## config.mk

```make
export PLATFORM = sky130hd
export DESIGN_NAME = freq_meter
export DESIGN_NICKNAME = d
export VERILOG_FILES = /design/src/rtl/freq_meter.sv
export SDC_FILE = /design/constraint.sdc
export NUM_CORES = 1
export LEC_CHECK = 0
export ABC_AREA = 1
export BUFFER_PORTS_ARGS = -buffer_cell sky130_fd_sc_hd__buf_2
export CORE_AREA = 10 10 120 122
export DETAILED_ROUTE_END_ITERATION = 8
export DIE_AREA = 0 0 130 132
export GPL_TIMING_DRIVEN = 0
export HOLD_SLACK_MARGIN = 0.03
export PLACE_DENSITY_LB_ADDON = 0.1
export SLEW_MARGIN = 40
export SYNTH_ARGS = -nofsm -noshare
export SYNTH_HDL_FRONTEND = slang
export SYNTH_SLANG_ARGS = --single-unit
```

## constraint.sdc

```tcl
create_clock -name CLK_in -period 3.75 [get_ports CLK_in]
set_input_delay 0.1875 -clock CLK_in [delete_from_list [all_inputs] [get_ports CLK_in]]
set_output_delay 0.1875 -clock CLK_in [all_outputs]
set_load 0.05 [all_outputs]
```

## src/rtl/freq_meter.sv

```systemverilog
// Measures the average period and the last high time of an asynchronous test
// signal, counted in CLK_in cycles over 2^AVG_LOG2 periods.
`timescale 1ns/1ps
module freq_meter #(
   parameter int CNT_W    = 16,
   parameter int AVG_LOG2 = 2,
   parameter int TIMEOUT  = 1000
) (
   input  logic             CLK_in,
   input  logic             RST,
   input  logic             SIG_in,
   input  logic             START,
   output logic             BUSY,
   output logic [CNT_W-1:0] PERIOD,
   output logic [CNT_W-1:0] HIGH_CNT,
   output logic             VALID,
   output logic             TIMEOUT_ERR
);

   localparam int TOT_W = CNT_W + AVG_LOG2;
   localparam int PC_W  = AVG_LOG2 + 1;
   localparam logic [PC_W-1:0]  PER_N = PC_W'(1) << AVG_LOG2;
   localparam logic [CNT_W-1:0] TMO   = CNT_W'(TIMEOUT);

   typedef enum logic [1:0] {S_IDLE, S_ARM, S_MEAS, S_DONE} state_t;

   state_t           r_state, w_next;
   logic [2:0]       r_sync;
   logic [TOT_W-1:0] r_total;
   logic [CNT_W-1:0] r_hi;
   logic [PC_W-1:0]  r_per;
   logic [CNT_W-1:0] r_wd;
   logic [CNT_W-1:0] r_period;
   logic [CNT_W-1:0] r_high;
   logic             r_terr;

   logic             w_edge;
   logic [TOT_W-1:0] w_total_inc;
   logic [PC_W-1:0]  w_per_inc;
   logic             w_last;
   logic             w_tmo_hit;

   // r_sync[0..2] are s1..s3; the rising edge is seen between s2 and s3
   assign w_edge      = r_sync[1] & ~r_sync[2];
   assign w_total_inc = (&r_total) ? r_total : r_total + TOT_W'(1);
   assign w_per_inc   = r_per + PC_W'(1);
   assign w_last      = w_edge && (w_per_inc == PER_N);

   always_ff @(posedge CLK_in or posedge RST) begin
      if (RST) r_state <= S_IDLE;
      else     r_state <= w_next;
   end

   always_comb begin
      w_next    = r_state;
      w_tmo_hit = 1'b0;
      BUSY      = (r_state != S_IDLE);
      VALID     = (r_state == S_DONE);
      case (r_state)
         S_IDLE: if (START) w_next = S_ARM;
         S_ARM: begin
            if (w_edge) w_next = S_MEAS;
            else if (r_wd == TMO) begin
               w_next    = S_IDLE;
               w_tmo_hit = 1'b1;
            end
         end
         S_MEAS: begin
            if (w_last) w_next = S_DONE;
            else if (!w_edge && r_wd == TMO) begin
               w_next    = S_IDLE;
               w_tmo_hit = 1'b1;
            end
         end
         S_DONE: w_next = S_IDLE;
         default: w_next = S_IDLE;
      endcase
   end

   always_ff @(posedge CLK_in or posedge RST) begin
      if (RST) begin
         r_sync   <= '0;
         r_total  <= '0;
         r_hi     <= '0;
         r_per    <= '0;
         r_wd     <= '0;
         r_period <= '0;
         r_high   <= '0;
         r_terr   <= 1'b0;
      end else begin
         r_sync <= {r_sync[1:0], SIG_in};
         r_terr <= w_tmo_hit;
         case (r_state)
            S_IDLE: if (START) r_wd <= '0;
            S_ARM: begin
               if (w_edge) begin
                  r_total <= '0;
                  r_hi    <= '0;
                  r_per   <= '0;
                  r_wd    <= '0;
               end else begin
                  r_wd <= r_wd + CNT_W'(1);
               end
            end
            S_MEAS: begin
               r_total <= w_total_inc;
               if (w_edge) begin
                  // s3 is always low on an edge cycle, so r_hi is final here
                  r_per <= w_per_inc;
                  r_wd  <= '0;
                  r_hi  <= '0;
                  if (w_last) begin
                     r_period <= w_total_inc[TOT_W-1:AVG_LOG2];
                     r_high   <= r_hi;
                  end
               end else begin
                  r_wd <= r_wd + CNT_W'(1);
                  if (r_sync[2]) r_hi <= r_hi + CNT_W'(1);
               end
            end
            default: ;
         endcase
      end
   end

   assign PERIOD      = r_period;
   assign HIGH_CNT    = r_high;
   assign TIMEOUT_ERR = r_terr;

endmodule

```

==> reports/metrics.yaml <==
reg2reg_depth: 12
antenna_found_initial: 0
ff_latch_area_mm2: 0.00228
grt_usage_pct: 14.0
cp_max_fo: 9
core_area_mm2: 0.0119
yosysTopAreaCellShare_pct: 48.0
cellPowerDensity_mw_per_mm2: 451
design.die.area_mm2: 0.0172
finalSetupTns_ns: 0
ant_nets: 0
num_vias: 4102
rows: 40
p_int_w: 0.00168
min_delay_path_depth: 4
clkTransAtPathRegs_ns: 0.07
dpl.hpwl_mm: 8.34
slew_viol_final: 0
slew_headroom_pct: 65.2
synthTopCellsByCount: "nand2_1, dfrtp_1, inv_1, nor2_1, o21ai_0"
status: "finished clean"
synth.cell_area_mm2: 0.00474
reg2reg_from: "r_state[0]$_DFFE_PP0P_"
vdd_ir_drop_max_mv: 0.173
routed_wl_mm: 11.3
async_flop_share_pct: 100
clkPwrFrac_pct: 37.3
reg2reg_slack_ns: 1.85
wl_per_cell_um: 13.8
grt_pass1_vias: 4102
fin_crit_sh_pct: 50.7
io_buffers: 38
dieHeight_um: 132
synthesis.nets: 629
grt_pass1_wl_mm: 19.6
swShare_pct: 31.7
clock-sinks: 91
yosysSeqAreaShare_pct: 48.0
drtIter0Drc: 265
yosysMostFrequentCell: "nand2_1"
gr-total-overflow: 0
worstMarginPinSlew_ns: 0.520
hp-class: "input port to register"
pwr-share-comb_pct: 19.2
synth_top_cell_by_area: "dfrtp_1"
seqPwrFrac_pct: 43.4
chipWidth_um: 130
synth_seq_cells: 91
cts_tree: "done"
rsz0062_at_grt: "no"
cts_made_buffers: 9
endpoint_kind: "register"
power.switching_w: 0.000780
avgSynthCellArea_um2: 7.71
initial_core_util_pct: 39.8
static-leakage-power_nw: 2.88
vias_per_cell: 5.01
root_buffer: "clkbuf_16"
n_fill_cell: 1228
worstSetupStartpointType: "register"
drive_gt1_share_pct: 13.4
period_minus_slack_ns: 1.90
syn_to_final_growth_pct: 15.3
final-setup-viol-count: 0
fmax_ghz: 0.526
final_net_count: 681
r2r_end: "r_hi[13]$_DFFE_PP0P_"
worstSetupEndpoint: "r_hi[13]$_DFFE_PP0P_"
io_pins: 39
diodes: 0
yosys.cell_types.count: 38
gp_congestion: 0.837
finClkSkew_ns: 0.00954
drc: 0
dr.pass1.iters: 4
yosys_warnings: 0
synthTopCellsByArea: "dfrtp_1, nand2_1, inv_1"
cap_violations: 0
criticalPathCategory: "register to register"
multiInputGateArea_mm2: 0.00214
finalHoldViolations: 0
cp.required_ns: 4.00
grt_max_degree: 72
insertion_delay_ns: 0.35
synth-edff-count: 0
finalPower_w: 0.00246
crit_arrival_ns: 2.15
netlist_instances: 615
ys.flop_type: "dfrtp_1"
startpoint: "r_state[0]$_DFFE_PP0P_"
cts_max_level: 3
cts.path.max_buffers: 2
## area by class of cell
type | count | share of cell area, %
Sequential cell | 91 | 41.7
Timing Repair Buffer | 41 | 4.35
Tap cell | 147 | 3.36
Multi-Input combinational cell | 445 | 39.2
Clock inverter | 4 | 0.916
Clock buffer | 12 | 4.51
Buffer | 10 | 1.12
Inverter | 69 | 4.90
## worst min path at each step
stage,slack (ns),end,start
floorplan,0.22,r_sync[0]$_DFF_PP0_,SIG_in
global placement,0.30,r_sync[0]$_DFF_PP0_,SIG_in
detailed placement,0.13,PERIOD[2]$_DFFE_PP0P_,RST
CTS,0.23,r_wd[15]$_DFFE_PP0P_,START
global route,0.28,r_wd[15]$_DFFE_PP0P_,START
finish,0.23,r_wd[15]$_DFFE_PP0P_,START
## worst max-delay path: stages (launching register included)
cell and delay, ns:
dfrtp_1 0.42, inv_1 0.10, ha_1 0.15, buf_4 0.16
inv_1 0.10, nand2_1 0.10, inv_1 0.06, nor2_1 0.27
inv_2 0.17, nand2_1 0.12, nand2_1 0.06, nand2_1 0.06
inv_1 0.04
## layer usage
| metal | part of all wire, % | track usage (%) |
|---|---|---|
| met5 | 0 | 0 |
| met1 | 46 | 17.0 |
| met3 | 2.9 | 2.74 |
| met2 | 50 | 22.8 |
| met4 | 1.5 | 6.94 |
## stage by stage
| stage | utilization (%) | cells | instance area [um2] | setup slack [ns] | hold WS, ns |
|---|---|---|---|---|---|
| 4_1_cts | 45.9 | 819 | 5470 | 1.79 | 0.227 |
| 3_5_place_dp | 43.2 | 801 | 5150 | 1.82 | 0.132 |
| 6_report | 45.9 | 819 | 5470 | 1.85 | 0.234 |
| 3_3_place_gp | 42.9 | 800 | 5110 | -0.0367 | 0.297 |
| 5_1_grt | 45.9 | 819 | 5470 | 1.59 | 0.279 |
| 2_1_floorplan | - | 615 | 4740 | 1.20 | 0.219 |
## cell families (layout without fill, tap and decap cells)
group                      after synthesis  after routing  share of synthesized area [%]
AOI/OAI and AO/OA                       71             71                           8.21
xor gates and xnor gates                 4              4                          0.739
adders and majority gates               10             10                           2.64
buffers and inverters                   79            136                           6.78
DFF                                     91             91                           48.0
and+or+nand+nor                        360            360                           33.6
## power groups by stage
stage	registers, W	clock network (W)	logic, W
floorplan	0.00107	0	0.000352
CTS	0.00107	0.000944	0.000483
global route	0.00108	0.000982	0.000548
global placement	0.00109	0	0.000464
detailed placement	0.00109	0	0.000480
finish	0.00107	0.000920	0.000474
## cells in the final DEF, fill, tap and decap left out, types with 2 or more instances in the layout
master           n
inv_2            3
nor2_2           4
buf_4            4
dlygate4sd3_1    2
nand3_2          5
inv_1           64
dfrtp_1         91
nor2_1          57
o21ai_0         37
nand4_1         12
o21ai_2          3
xor2_1           4
clkinvlp_4       2
buf_2           39
a21oi_1         21
o21bai_1         4
or2_2            3
clkbuf_16        9
nor2_4           3
clkinv_2         2
clkbuf_1         6
and3_1           2
ha_1            10
nand3b_1         3
nor3_1           6
nand2_4          3
nand3_1         35
nand2_1        221
## repair_timing
item                                   CTS  global route
resized for setup                        0             0
endpoints found under the hold margin   21             0
buffers inserted                         0             0
hold buffers                             2             0
## sequential cells by signal (all words and copies together), names as in the netlist
register     flops
r_sync           3
r_state          2
r_hi            16
HIGH_CNT        16
TIMEOUT_ERR      1
r_total         18
r_per            3
r_wd            16
PERIOD          16
No activity file was read; power rests on OpenSTA's default activity.
